### src/rtl/f2c_queue_scheduler_pkg.sv
// rtl/f2c_queue_scheduler_pkg.sv - shared types, sizes and ring free-space helper
package f2c_queue_scheduler_pkg;

    localparam int MAX_NB_APPS = 16;
    localparam int RB_AWIDTH   = 16;

    typedef enum logic [1:0] {
        ST_IDLE,
        ST_SEARCH,
        ST_OFFER,
        ST_BUSY
    } f2c_sched_state_t;

    // One slot is always kept empty so a full ring never looks empty.
    function automatic logic [RB_AWIDTH:0] rb_free(
        input logic [RB_AWIDTH-1:0] head,
        input logic [RB_AWIDTH-1:0] tail,
        input logic [RB_AWIDTH:0]   rb_size
    );
        logic [RB_AWIDTH:0] used;
        used = ({1'b0, tail} - {1'b0, head}) & (rb_size - (RB_AWIDTH+1)'(1));
        if (rb_size == '0) begin
            return '0;
        end
        return rb_size - (RB_AWIDTH+1)'(1) - used;
    endfunction

endpackage

### src/rtl/f2c_queue_scheduler_if.sv
// rtl/f2c_queue_scheduler_if.sv - request/selection/completion handshake between scheduler and DMA engine
// master: scheduler (drives sel_*); slave: fpga2cpu DMA engine (drives req_*, sel_ready, dma_done, new_tail)
interface f2c_queue_scheduler_if
    import f2c_queue_scheduler_pkg::*;
();
    logic                 req_valid;
    logic [RB_AWIDTH-1:0] req_size;
    logic                 sel_valid;
    logic                 sel_ready;
    logic [3:0]           sel_id;
    logic [RB_AWIDTH-1:0] sel_head;
    logic [RB_AWIDTH-1:0] sel_tail;
    logic [63:0]          sel_kmem_addr;
    logic                 dma_done;
    logic [RB_AWIDTH-1:0] new_tail;

    modport master (
        input  req_valid, req_size, sel_ready, dma_done, new_tail,
        output sel_valid, sel_id, sel_head, sel_tail, sel_kmem_addr
    );

    modport slave (
        output req_valid, req_size, sel_ready, dma_done, new_tail,
        input  sel_valid, sel_id, sel_head, sel_tail, sel_kmem_addr
    );
endinterface

### src/rtl/f2c_sched_ctx.sv
// rtl/f2c_sched_ctx.sv - per-queue tail register file with one write port and a combinational context read mux
// Ports: clk/resetn; wr_en/wr_id/wr_tail tail write; rd_id selects head/tail/kmem read-out; tails_flat exposes all tails
module f2c_sched_ctx
    import f2c_queue_scheduler_pkg::*;
#(
    parameter int NB_QUEUES = MAX_NB_APPS
) (
    input  logic                           clk,
    input  logic                           resetn,
    input  logic                           wr_en,
    input  logic [3:0]                     wr_id,
    input  logic [RB_AWIDTH-1:0]           wr_tail,
    input  logic [3:0]                     rd_id,
    input  logic [NB_QUEUES*RB_AWIDTH-1:0] heads_flat,
    input  logic [NB_QUEUES*64-1:0]        kmem_flat,
    output logic [RB_AWIDTH-1:0]           rd_head,
    output logic [RB_AWIDTH-1:0]           rd_tail,
    output logic [63:0]                    rd_kmem,
    output logic [NB_QUEUES*RB_AWIDTH-1:0] tails_flat
);

    logic [RB_AWIDTH-1:0] tails [NB_QUEUES];

    always_ff @(posedge clk) begin
        if (!resetn) begin
            for (int i = 0; i < NB_QUEUES; i++) begin
                tails[i] <= '0;
            end
        end else begin
            for (int i = 0; i < NB_QUEUES; i++) begin
                if (wr_en && (wr_id == 4'(i))) begin
                    tails[i] <= wr_tail;
                end
            end
        end
    end

    always_comb begin
        rd_head = '0;
        rd_tail = '0;
        rd_kmem = '0;
        for (int i = 0; i < NB_QUEUES; i++) begin
            if (rd_id == 4'(i)) begin
                rd_head = heads_flat[i*RB_AWIDTH +: RB_AWIDTH];
                rd_tail = tails[i];
                rd_kmem = kmem_flat[i*64 +: 64];
            end
        end
    end

    always_comb begin
        tails_flat = '0;
        for (int i = 0; i < NB_QUEUES; i++) begin
            tails_flat[i*RB_AWIDTH +: RB_AWIDTH] = tails[i];
        end
    end

endmodule

### src/rtl/f2c_queue_scheduler.sv
// rtl/f2c_queue_scheduler.sv - work-conserving round-robin scheduler selecting the next FPGA-to-CPU ring
// Ports: pcie_clk/pcie_reset_n; total_core, rb_size, heads_flat, kmem_flat configuration and head inputs;
// sched (master) request/selection/completion handshake; tails_flat, err_spurious, stat_* status outputs.
// Build option: F2C_SCHED_STATS_EN enables the grant/skip/stall counters (tied to 0 otherwise).
module f2c_queue_scheduler
    import f2c_queue_scheduler_pkg::*;
#(
    parameter int NB_QUEUES = MAX_NB_APPS
) (
    input  logic                           pcie_clk,
    input  logic                           pcie_reset_n,
    input  logic [4:0]                     total_core,
    input  logic [25:0]                    rb_size,
    input  logic [NB_QUEUES*RB_AWIDTH-1:0] heads_flat,
    input  logic [NB_QUEUES*64-1:0]        kmem_flat,
    f2c_queue_scheduler_if.master          sched,
    output logic [NB_QUEUES*RB_AWIDTH-1:0] tails_flat,
    output logic                           err_spurious,
    output logic [31:0]                    stat_grants,
    output logic [31:0]                    stat_skips,
    output logic [31:0]                    stat_stalls
);

    f2c_sched_state_t     state;
    logic [3:0]           ptr;
    logic [4:0]           scan_cnt;
    logic [4:0]           tc_eff;
    logic [3:0]           cand;
    logic [3:0]           cand_next;
    logic [3:0]           done_next;
    logic [RB_AWIDTH-1:0] rd_head;
    logic [RB_AWIDTH-1:0] rd_tail;
    logic [63:0]          rd_kmem;
    logic [RB_AWIDTH:0]   cand_free;
    logic                 cand_fits;
    logic                 tail_we;
    logic                 unused_rb_size_hi;

    // Rings never exceed 2^RB_AWIDTH entries, so the upper size bits carry no information.
    assign unused_rb_size_hi = |rb_size[25:RB_AWIDTH+1];

    always_comb begin
        tc_eff = total_core;
        if (total_core == 5'd0) begin
            tc_eff = 5'd1;
        end else if (total_core > 5'(NB_QUEUES)) begin
            tc_eff = 5'(NB_QUEUES);
        end
    end

    // A pointer left beyond a shrunken queue count restarts the scan at queue 0.
    assign cand      = ({1'b0, ptr} >= tc_eff) ? 4'd0 : ptr;
    assign cand_next = (({1'b0, cand} + 5'd1) == tc_eff) ? 4'd0 : cand + 4'd1;
    assign done_next = (({1'b0, sched.sel_id} + 5'd1) >= tc_eff) ? 4'd0 : sched.sel_id + 4'd1;

    assign cand_free = rb_free(rd_head, rd_tail, rb_size[RB_AWIDTH:0]);
    assign cand_fits = (sched.req_size != '0) && ({1'b0, sched.req_size} <= cand_free);
    assign tail_we   = sched.dma_done && (state == ST_BUSY);

    f2c_sched_ctx #(
        .NB_QUEUES (NB_QUEUES)
    ) u_ctx (
        .clk        (pcie_clk),
        .resetn     (pcie_reset_n),
        .wr_en      (tail_we),
        .wr_id      (sched.sel_id),
        .wr_tail    (sched.new_tail),
        .rd_id      (cand),
        .heads_flat (heads_flat),
        .kmem_flat  (kmem_flat),
        .rd_head    (rd_head),
        .rd_tail    (rd_tail),
        .rd_kmem    (rd_kmem),
        .tails_flat (tails_flat)
    );

    always_ff @(posedge pcie_clk) begin
        if (!pcie_reset_n) begin
            state               <= ST_IDLE;
            ptr                 <= '0;
            scan_cnt            <= '0;
            err_spurious        <= 1'b0;
            sched.sel_valid     <= 1'b0;
            sched.sel_id        <= '0;
            sched.sel_head      <= '0;
            sched.sel_tail      <= '0;
            sched.sel_kmem_addr <= '0;
        end else begin
            err_spurious <= sched.dma_done && (state != ST_BUSY);
            case (state)
                ST_IDLE: begin
                    if (sched.req_valid) begin
                        state    <= ST_SEARCH;
                        scan_cnt <= '0;
                    end
                end
                ST_SEARCH: begin
                    if (!sched.req_valid) begin
                        state <= ST_IDLE;
                    end else if (cand_fits) begin
                        state               <= ST_OFFER;
                        sched.sel_valid     <= 1'b1;
                        sched.sel_id        <= cand;
                        sched.sel_head      <= rd_head;
                        sched.sel_tail      <= rd_tail;
                        sched.sel_kmem_addr <= rd_kmem;
                    end else begin
                        ptr      <= cand_next;
                        scan_cnt <= scan_cnt + 5'd1;
                        if (scan_cnt == tc_eff - 5'd1) begin
                            state <= ST_IDLE;
                        end
                    end
                end
                ST_OFFER: begin
                    if (sched.sel_ready) begin
                        state           <= ST_BUSY;
                        sched.sel_valid <= 1'b0;
                    end
                end
                ST_BUSY: begin
                    if (sched.dma_done) begin
                        ptr   <= done_next;
                        state <= ST_IDLE;
                    end
                end
                default: state <= ST_IDLE;
            endcase
        end
    end

`ifdef F2C_SCHED_STATS_EN
    logic grant_ev;
    logic skip_ev;
    logic stall_ev;

    assign grant_ev = (state == ST_OFFER) && sched.sel_ready;
    assign skip_ev  = (state == ST_SEARCH) && sched.req_valid && !cand_fits;
    assign stall_ev = skip_ev && (scan_cnt == tc_eff - 5'd1);

    always_ff @(posedge pcie_clk) begin
        if (!pcie_reset_n) begin
            stat_grants <= '0;
            stat_skips  <= '0;
            stat_stalls <= '0;
        end else begin
            if (grant_ev && (stat_grants != '1)) stat_grants <= stat_grants + 32'd1;
            if (skip_ev && (stat_skips != '1))   stat_skips  <= stat_skips + 32'd1;
            if (stall_ev && (stat_stalls != '1)) stat_stalls <= stat_stalls + 32'd1;
        end
    end
`else
    assign stat_grants = '0;
    assign stat_skips  = '0;
    assign stat_stalls = '0;
`endif

endmodule

### src/flat_wrapper.sv
// flat-port wrapper written by rule: the top's interface ports become plain ports
module f2c_queue_scheduler_flat import f2c_queue_scheduler_pkg::*;
#(
    parameter int NB_QUEUES = MAX_NB_APPS
)
  (pcie_clk, pcie_reset_n, total_core, rb_size, heads_flat, kmem_flat, tails_flat, err_spurious, stat_grants, stat_skips, stat_stalls, sched_req_valid, sched_req_size, sched_sel_ready, sched_dma_done, sched_new_tail, sched_sel_valid, sched_sel_id, sched_sel_head, sched_sel_tail, sched_sel_kmem_addr);
  f2c_queue_scheduler_if sched_i ();
  input  logic pcie_clk;
  input  logic pcie_reset_n;
  input  logic [4:0] total_core;
  input  logic [25:0] rb_size;
  input  logic [NB_QUEUES*RB_AWIDTH-1:0] heads_flat;
  input  logic [NB_QUEUES*64-1:0] kmem_flat;
  output logic [NB_QUEUES*RB_AWIDTH-1:0] tails_flat;
  output logic err_spurious;
  output logic [31:0] stat_grants;
  output logic [31:0] stat_skips;
  output logic [31:0] stat_stalls;
  input wire logic [$bits(sched_i.req_valid)-1:0] sched_req_valid;
  input wire logic [$bits(sched_i.req_size)-1:0] sched_req_size;
  input wire logic [$bits(sched_i.sel_ready)-1:0] sched_sel_ready;
  input wire logic [$bits(sched_i.dma_done)-1:0] sched_dma_done;
  input wire logic [$bits(sched_i.new_tail)-1:0] sched_new_tail;
  output wire logic [$bits(sched_i.sel_valid)-1:0] sched_sel_valid;
  output wire logic [$bits(sched_i.sel_id)-1:0] sched_sel_id;
  output wire logic [$bits(sched_i.sel_head)-1:0] sched_sel_head;
  output wire logic [$bits(sched_i.sel_tail)-1:0] sched_sel_tail;
  output wire logic [$bits(sched_i.sel_kmem_addr)-1:0] sched_sel_kmem_addr;
  assign sched_i.req_valid = sched_req_valid;
  assign sched_i.req_size = sched_req_size;
  assign sched_i.sel_ready = sched_sel_ready;
  assign sched_i.dma_done = sched_dma_done;
  assign sched_i.new_tail = sched_new_tail;
  assign sched_sel_valid = sched_i.sel_valid;
  assign sched_sel_id = sched_i.sel_id;
  assign sched_sel_head = sched_i.sel_head;
  assign sched_sel_tail = sched_i.sel_tail;
  assign sched_sel_kmem_addr = sched_i.sel_kmem_addr;
  f2c_queue_scheduler #(.NB_QUEUES(NB_QUEUES)) u_core (.pcie_clk(pcie_clk), .pcie_reset_n(pcie_reset_n), .total_core(total_core), .rb_size(rb_size), .heads_flat(heads_flat), .kmem_flat(kmem_flat), .sched(sched_i), .tails_flat(tails_flat), .err_spurious(err_spurious), .stat_grants(stat_grants), .stat_skips(stat_skips), .stat_stalls(stat_stalls));
endmodule
### config.mk
export PLATFORM = sky130hd
export DESIGN_NAME = f2c_queue_scheduler_flat
export DESIGN_NICKNAME = d
export VERILOG_FILES = /design/src/rtl/f2c_queue_scheduler_pkg.sv /design/src/rtl/f2c_queue_scheduler_if.sv /design/src/rtl/f2c_sched_ctx.sv /design/src/rtl/f2c_queue_scheduler.sv /design/src/flat_wrapper.sv
export SDC_FILE = /design/constraint.sdc
export NUM_CORES = 1
export LEC_CHECK = 0
export CELL_PAD_IN_SITES_DETAIL_PLACEMENT = 1
export CELL_PAD_IN_SITES_GLOBAL_PLACEMENT = 1
export CORE_AREA = 3 3 711 713
export DETAILED_ROUTE_END_ITERATION = 12
export DIE_AREA = 0 0 714 716
export GPL_ROUTABILITY_DRIVEN = 0
export HOLD_SLACK_MARGIN = 0.06
export PLACE_DENSITY = 0.3
export RECOVER_POWER = 25
export REMOVE_ABC_BUFFERS = 1
export SETUP_SLACK_MARGIN = 0.2
export SLEW_MARGIN = 20
export SYNTH_ARGS = -nofsm -noshare
export SYNTH_HDL_FRONTEND = slang
export SYNTH_SLANG_ARGS = --single-unit
export TNS_END_PERCENT = 1
### constraint.sdc
create_clock -name pcie_clk -period 17.6 [get_ports pcie_clk]
set_clock_uncertainty 0.05 [all_clocks]
set_input_delay 1.76 -clock pcie_clk [delete_from_list [all_inputs] [get_ports pcie_clk]]
set_output_delay 1.76 -clock pcie_clk [all_outputs]
set_load 0.03 [all_outputs]
* Word level (Yosys, flattened, before mapping)
Memories as Yosys holds them, arrays and structs flattened.
Index checks and enable logic that the tools add are counted.
** Word-level totals
- Logic and storage cells :: 256
- Memories :: 1
- Flip-flop bits (word level) :: 113
- Memory bits (writable) :: 256
- Bits of input ports :: 1348
- Output and inout port bits :: 454
** Memories
- u_core.u_ctx.tails :: depth 16, bits a word 16, read ports 16, clocked after memory_dff 0, write ports 16, RTL line f2c_sched_ctx.sv:22 : logic [RB_AWIDTH-1:0] tails [NB_QUEUES];
** Operators by class
- Equality and inequality tests :: 43
- Bitwise logic cells :: 17
- Order comparisons :: 4
- Add/sub/neg operators :: 9
- Mux-type cells :: 140
- Reductions and logical operators :: 33
** Operators by type and width (number)
- 2-to-1 mux 64 bit :: 16
- 2-to-1 mux 16 bit :: 48
- == test 4 bit (second input constant) :: 16
- 2-to-1 mux 1 bit :: 53
- 2-to-1 mux 17 bit :: 2
- == test 4 x 3 -> 1 bit (second input constant) :: 8
- 2-to-1 mux 5 bit :: 5
- 2-to-1 mux 4 bit :: 6
- logical AND 1 bit :: 19
- AND 17 bit :: 1
- <= comparator 16 x 17 -> 1 bit :: 1
- zero test 17 bit :: 1
- subtractor 16 x 16 -> 17 bit :: 1
- subtractor 17 x 1 -> 17 bit (second input constant) :: 1
- subtractor 17 bit :: 1
- == test 4 x 2 -> 1 bit (second input constant) :: 4
- OR 1 bit :: 16
- AND reduction 4 bit :: 4
- nonzero test 16 bit :: 1
- 2-to-1 mux 2 bit :: 6
- inequality test 2 bit (second input constant) :: 6
- adder 4 x 1 -> 5 bit (second input constant) :: 2
- == test 5 bit :: 2
- case mux 5 bit (2 select lines) :: 1
- 19 further kinds :: 25

* Logic depth before layout (Yosys ltp)
- Word-level depth :: 31
- Mapped depth :: 52

* By module
A second synthesis with hierarchy kept.
** Unflattened totals
- Cells, all modules :: 3534
- Area, all modules :: 30566.8 sq um
** By module, submodules not included
- f2c_sched_ctx :: area an instance 23112.2 sq um, times used 1, cells an instance 2702, seq. area each 7687.4 sq um
- f2c_queue_scheduler :: area an instance 7454.6 sq um, times used 1, cells an instance 832, seq. area each 2262.2 sq um

* Worst setup path after synthesis
Ideal clock, no wire load.
- Path kind :: input port to flip-flop
- Start :: input port total_core[4]
- End :: register u_core.sched.sel_id[0]
- Path buffers :: 6
- Required time :: 17.422 ns
- Setup slack :: 7.029 ns
- Data arrival time :: 10.394 ns
- Stages on the path :: 50
- Cells stage by stage :: clkbuf_1 inv_1 o21ai_0 inv_1 ha_1 nand2b_4 a2111o_1 nand2_1 clkbuf_1 nand2_1 inv_1 ha_1 buf_2 clkinv_1 a21oi_1 clkbuf_1 a221oi_1 o31a_1 [14 not listed] a21oi_1 xor2_1 nor2_1 xnor2_1 nand2_1 ha_1 nand4_1 a21oi_1 o31a_1 o21a_1 o21a_1 nor2_1 o21a_1 o41ai_4 buf_8 buf_12 mux2i_1 nor2_1
** On the way
- Cells in the longest elaborated chain, start to end :: 29
** Ends and longest elaborated chain
- start: declaration :: RTL line flat_wrapper.sv:10 : input logic [4:0] total_core;
- > comparator 5 bit :: RTL line f2c_queue_scheduler.sv:46 : end else if (total_core > 5'(NB_QUEUES)) begin
- 2-to-1 mux 5 bit :: RTL line f2c_queue_scheduler.sv:46
- 2-to-1 mux 5 bit * :: RTL line f2c_queue_scheduler.sv:44 : if (total_core == 5'd0) begin
- >= comparator 4 x 5 -> 1 bit * :: RTL line f2c_queue_scheduler.sv:52 : assign cand = ({1'b0, ptr} >= tc_eff) ? 4'd0 : ptr;
- 2-to-1 mux 4 bit * :: RTL line f2c_queue_scheduler.sv:52
- net u_core.cand[1] :: RTL line f2c_queue_scheduler.sv:28 : logic [3:0] cand;
- zero test 4 bit :: RTL line f2c_sched_ctx.sv:43 : if (rd_id == 4'(i)) begin
- 2-to-1 mux 16 bit (15 in series) :: RTL line f2c_sched_ctx.sv:43
- 2-to-1 mux 16 bit * :: RTL line f2c_sched_ctx.sv:43
- net u_core.rd_head[0] :: RTL line f2c_queue_scheduler.sv:31 : logic [RB_AWIDTH-1:0] rd_head;
- subtractor 16 x 16 -> 17 bit * :: RTL line f2c_queue_scheduler_pkg.sv:21 : used = ({1'b0, tail} - {1'b0, head}) & (rb_size - (RB_AWIDTH+1)'(1));
- AND 17 bit * :: RTL line f2c_queue_scheduler_pkg.sv:21
- subtractor 17 bit * :: RTL line f2c_queue_scheduler_pkg.sv:25 : return rb_size - (RB_AWIDTH+1)'(1) - used;
- 2-to-1 mux 17 bit * :: RTL line f2c_queue_scheduler_pkg.sv:25
- <= comparator 16 x 17 -> 1 bit * :: RTL line f2c_queue_scheduler.sv:57 : assign cand_fits = (sched.req_size != '0) && ({1'b0, sched.req_size} <= cand_free);
- logical AND 1 bit * :: RTL line f2c_queue_scheduler.sv:57
- AND reduction 3 bit (no source line) *
- end signal: assignment :: RTL line f2c_queue_scheduler.sv:103 : sched.sel_id <= cand;
- end: declaration :: RTL line f2c_queue_scheduler_if.sv:19 : output sel_valid, sel_id, sel_head, sel_tail, sel_kmem_addr
Mark *: on every way through the listed nets, which the timed path passes. The rest lies on a longest branch.
A chain may end at the register's enable or synchronous reset.

* Worst setup path in the final report
- Start :: input port total_core[4]
- End :: register u_core.sched.sel_kmem_addr[56]
** On the way
- Cells in the longest elaborated chain, start to end :: 29
** Ends and longest elaborated chain
- > comparator 5 bit :: RTL line f2c_queue_scheduler.sv:46
- 2-to-1 mux 5 bit :: RTL line f2c_queue_scheduler.sv:46
- 2-to-1 mux 5 bit * :: RTL line f2c_queue_scheduler.sv:44
- >= comparator 4 x 5 -> 1 bit * :: RTL line f2c_queue_scheduler.sv:52
- 2-to-1 mux 4 bit * :: RTL line f2c_queue_scheduler.sv:52
- zero test 4 bit :: RTL line f2c_sched_ctx.sv:43
- 2-to-1 mux 16 bit (15 in series) :: RTL line f2c_sched_ctx.sv:43
- 2-to-1 mux 16 bit * :: RTL line f2c_sched_ctx.sv:43
- net u_core.rd_head[0] :: RTL line f2c_queue_scheduler.sv:31
- subtractor 16 x 16 -> 17 bit * :: RTL line f2c_queue_scheduler_pkg.sv:21
- AND 17 bit * :: RTL line f2c_queue_scheduler_pkg.sv:21
- subtractor 17 bit * :: RTL line f2c_queue_scheduler_pkg.sv:25
- 2-to-1 mux 17 bit * :: RTL line f2c_queue_scheduler_pkg.sv:25
- <= comparator 16 x 17 -> 1 bit * :: RTL line f2c_queue_scheduler.sv:57
- logical AND 1 bit * :: RTL line f2c_queue_scheduler.sv:57
- AND reduction 3 bit (no source line) *
- end signal: assignment :: RTL line f2c_queue_scheduler.sv:106 : sched.sel_kmem_addr <= rd_kmem;
- end: declaration :: RTL line f2c_queue_scheduler_if.sv:19
Marks and branches as above.

==> impl_results.md <==
* Clk buf depth at 3
* DR WL/cell at 32.9 um
* EDFF count, synth at 256
* Crit path depth at 49
* Final Util at 11.0%
* Min Tclk post-route at 13.94 ns
* Post-synthesis mux area share at 3.27%
* Async set-reset flop share out of synthesis at 0%
* Combinational power share at 37.5%
* DR WL met3 at 30.2 mm
* Seq cells post-synth at 369
* WHS at 0.415 ns
* CTS Hold Bufs at 0
* Max VDD drop at 88.5 uV
* Pwr dens at 67.9 nW/um2
* R2r setup slk at 5.56 ns
* Die W at 714 um
* Die height at 716 um
* Final count of hold timing violations at 0
* Failing checks: max-capacitance violations, max-slew violations
* Fillers at 59200
* Slowest Stage Delay on Critical Path at 0.72 ns
* Io pins at 1802
* Worst rel slew slack at -83.5%
* Fin crit share at 79.2%
* DIE AREA at 511000 um2
* Top cell type by total area after synthesis: edfxtp_1
* Detail Placement HPWL at 333 mm
* Gr ovfl total at 0
* Post-DRT Antenna Nets at 0
* Starting density of the core at 5.46%
* Via density at 3.06
* Compound-Gate Fraction of Synth Area at 29.1%
* H-tree depth at 2
* Reg2Reg Capture Point: u_core.sched.sel_kmem_addr[56]$_SDFFE_PN0P_
* Finish-stage setup viols at 0
* Drt drc at 0
* Layout net count at 6434
* Core region area at 500000 um2
* Routed WL at 390 mm
* Most Frequent Cell on Critical Path: a21oi_1
* Number of max-cap violations at 5
* Synth Instances at 3397
* Largest cells by area after synthesis: edfxtp_1 (28%), a221oi_1 (9.3%), nor2_1 (9.0%)
* Critical Path Fanout Max at 23
* Max Slew Vio Count at 84
* # rows at 260
* Vias in the first global route at 37200
* Worst EP arrival at 14.48 ns
* TritonCTS clock tree: yes
* Reg2reg start: u_core.ptr[2]$_SDFFE_PN0P_
* Main combinational cell family by area after synthesis: compound AO/OA/AOI/OAI gates
* Post-CTS Resized at 0
* Cell variety after synth at 86
* Simple-Gate Fraction of Synth Area at 19.3%
* Top layer in use: met5
* Max Fclk at 71.7 MHz
* CTS Buf Count at 59
* Register area share after synthesis at 36.4%
* Largest net degree at the start of global routing at 61
* Buf+Inv Stages, Crit Path at 9
* CP endpoint kind: flip-flop
* Sw Ratio at 38.4%
* Antenna violations before repair at 193
* All-Layer GR Usage at 14.5%
* Post CTS Setup Buffer Count at 0
* M1 WL at 161 mm
* Worst Tran Pin Value at 2.75 ns
* TritonCTS Sinks at 369
* Status: finished with violations
* P_int at 2.31 mW
* Worst min-delay path class: flip-flop to flip-flop
* Clk network pwr share at 35.1%
* CP startpoint: total_core[4]
* Layout cells sized above 1 at 7.48%
* Overall Power at 3.75 mW
* DRT Pass-1 Iters at 5
* Critical Path Sink: u_core.sched.sel_kmem_addr[56]$_SDFFE_PN0P_
* Metal2 WL at 191 mm
* Worst-case reg-to-reg path depth at 44
* Adder-cell share of the synthesized area at 2.45%
* RSZ-0062 raised after global routing: no
* Area of the mapped netlist at 27300 um2
* Clk_lat worst skew at 0.76 ns
* Setup TNS Final at 0 ns
* Global-route wire length before repair at 473 mm
* Most used DFF post-synth: edfxtp_1
* Via count at 36200
* P&R area growth vs syn at 102%
* Crit path kind: input pin to flip-flop
* Port bufs at 1696
* Starting DRT DRC Count at 2469
* Switching power total at 1.44 mW
* Part of the power in registers at 27.4%
* Most frequent cell after synthesis: nor2_1
* Yosys top cell area share at 28.1%
* CP delay by family, top: compound AO/OA/AOI/OAI gates
* Synth top cells by count: nor2_1 (652), nand2_1 (377), a221oi_1 (290)
* Critical path's slowest cell: o41ai_4
* CP startpoint kind: input pin
* Post-synthesis xor/xnor area fraction at 1.44%
* Average size of a mapped cell at 8.05 um2
* Lkg Pwr at 18.2 nW
* Root buffer cell: clkbuf_16
* Synth warnings at 0
* Clock Pin Slew Worst Setup and Hold Paths at 0.06 ns
* CP Data Required Time at 18.13 ns
==> registers in the layout, indices dropped and copies added, names as in the netlist, named ones only <==
signal	flops
u_core.sched.sel_head	16
u_core.state	1
u_core.ptr	4
u_core.u_ctx.tails	256
u_core.err_spurious	1
u_core.sched.sel_kmem_addr	64
u_core.sched.sel_id	4
u_core.sched.sel_tail	16
u_core.sched.sel_valid	1
u_core.scan_cnt	5
==> cell families (layout without fill, tap and decap cells) <==
| logic type | after synthesis | after routing |
|---|---|---|
| xor+xnor | 45 | 45 |
| mux | 89 | 89 |
| simple gates | 1268 | 1268 |
| buf+inv | 443 | 2033 |
| other cells | 1 | 183 |
| fa+ha+maj | 53 | 53 |
| compound gates | 1129 | 1129 |
| flops | 369 | 369 |
==> power by group through the flow <==
stage          clock, mW  combinational, mW  sequential [mW]
2_1_floorplan          0              0.445             1.11
3_3_place_gp           0               1.45             1.04
3_5_place_dp           0               1.45             1.04
4_1_cts             1.40               1.46             1.03
5_1_grt             1.41               1.52             1.03
6_report            1.32               1.41             1.03
==> cell usage in the layout (no fill, tap or decap), types with 92 or more instances in the layout <==
cell type and n:
clkdlybuf4s50_1 1689, nor2_1 645, nand2_1 369, a221oi_1 271, edfxtp_1 256, o21ai_0 193
buf_4 172, a21oi_1 155, dfxtp_1 113, conb_1 97, a211oi_1 95, o22ai_1 92
nor3_1 92
==> final cells by class <==
class	instances	area [um2]	area share, %
Multi-Input combinational cell	2681	16000	29.0
Sequential cell	369	9950	18.0
Tap cell	6681	8360	15.1
Antenna cell	86	215	0.390
Clock inverter	39	495	0.897
Timing Repair Buffer	1884	18500	33.5
Inverter	38	148	0.267
Clock buffer	72	1550	2.80
==> per-stage QoR <==
| stage | cells | area [um2] | setup WS [ns] |
|---|---|---|---|
| finish | 11900 | 55200 | 3.66 |
| global route | 11800 | 55100 | 3.01 |
| CTS | 11800 | 55000 | 3.66 |
| detailed placement | 11700 | 53000 | 2.87 |
| global placement | 11600 | 52900 | 2.75 |
| floorplan | 3088 | 25600 | -4.11 |
==> metal layers <==
metal  global-route usage [%]  vias to the layer above
met4                     2.37                       64
met5                        0                        -
met1                     17.7                    18300
li1                         -                    16000
met3                     4.32                      349
met2                     25.5                     1575
==> worst reg2reg max path: cells and delay by family (launching register included) <==
family,cells,cell delay [ns]
AOI/OAI and AO/OA,20,5.74
and+or+nand+nor,11,2.01
adders and majority gates,5,1.80
buffers and inverters,5,1.10
DFF,1,0.54
xor gates and xnor gates,2,0.36
muxes,1,0.31
==> worst min-delay path by stage <==
| stage | start | slack (ns) | cells past startpoint | end |
|---|---|---|---|---|
| 6_report | u_core.sched.sel_valid$_SDFFE_PN0P_ | 0.42 | 2 | u_core.sched.sel_valid$_SDFFE_PN0P_ |
| 5_1_grt | u_core.sched.sel_valid$_SDFFE_PN0P_ | 0.44 | 2 | u_core.sched.sel_valid$_SDFFE_PN0P_ |
| 4_1_cts | u_core.sched.sel_valid$_SDFFE_PN0P_ | 0.42 | 2 | u_core.sched.sel_valid$_SDFFE_PN0P_ |
| 3_5_place_dp | u_core.sched.sel_valid$_SDFFE_PN0P_ | 0.40 | 2 | u_core.sched.sel_valid$_SDFFE_PN0P_ |
| 3_3_place_gp | u_core.sched.sel_valid$_SDFFE_PN0P_ | 0.40 | 2 | u_core.sched.sel_valid$_SDFFE_PN0P_ |
| 2_1_floorplan | u_core.ptr[0]$_SDFFE_PN0P_ | 0.41 | 2 | u_core.ptr[0]$_SDFFE_PN0P_ |
No activity file was read; power rests on OpenSTA's default activity.
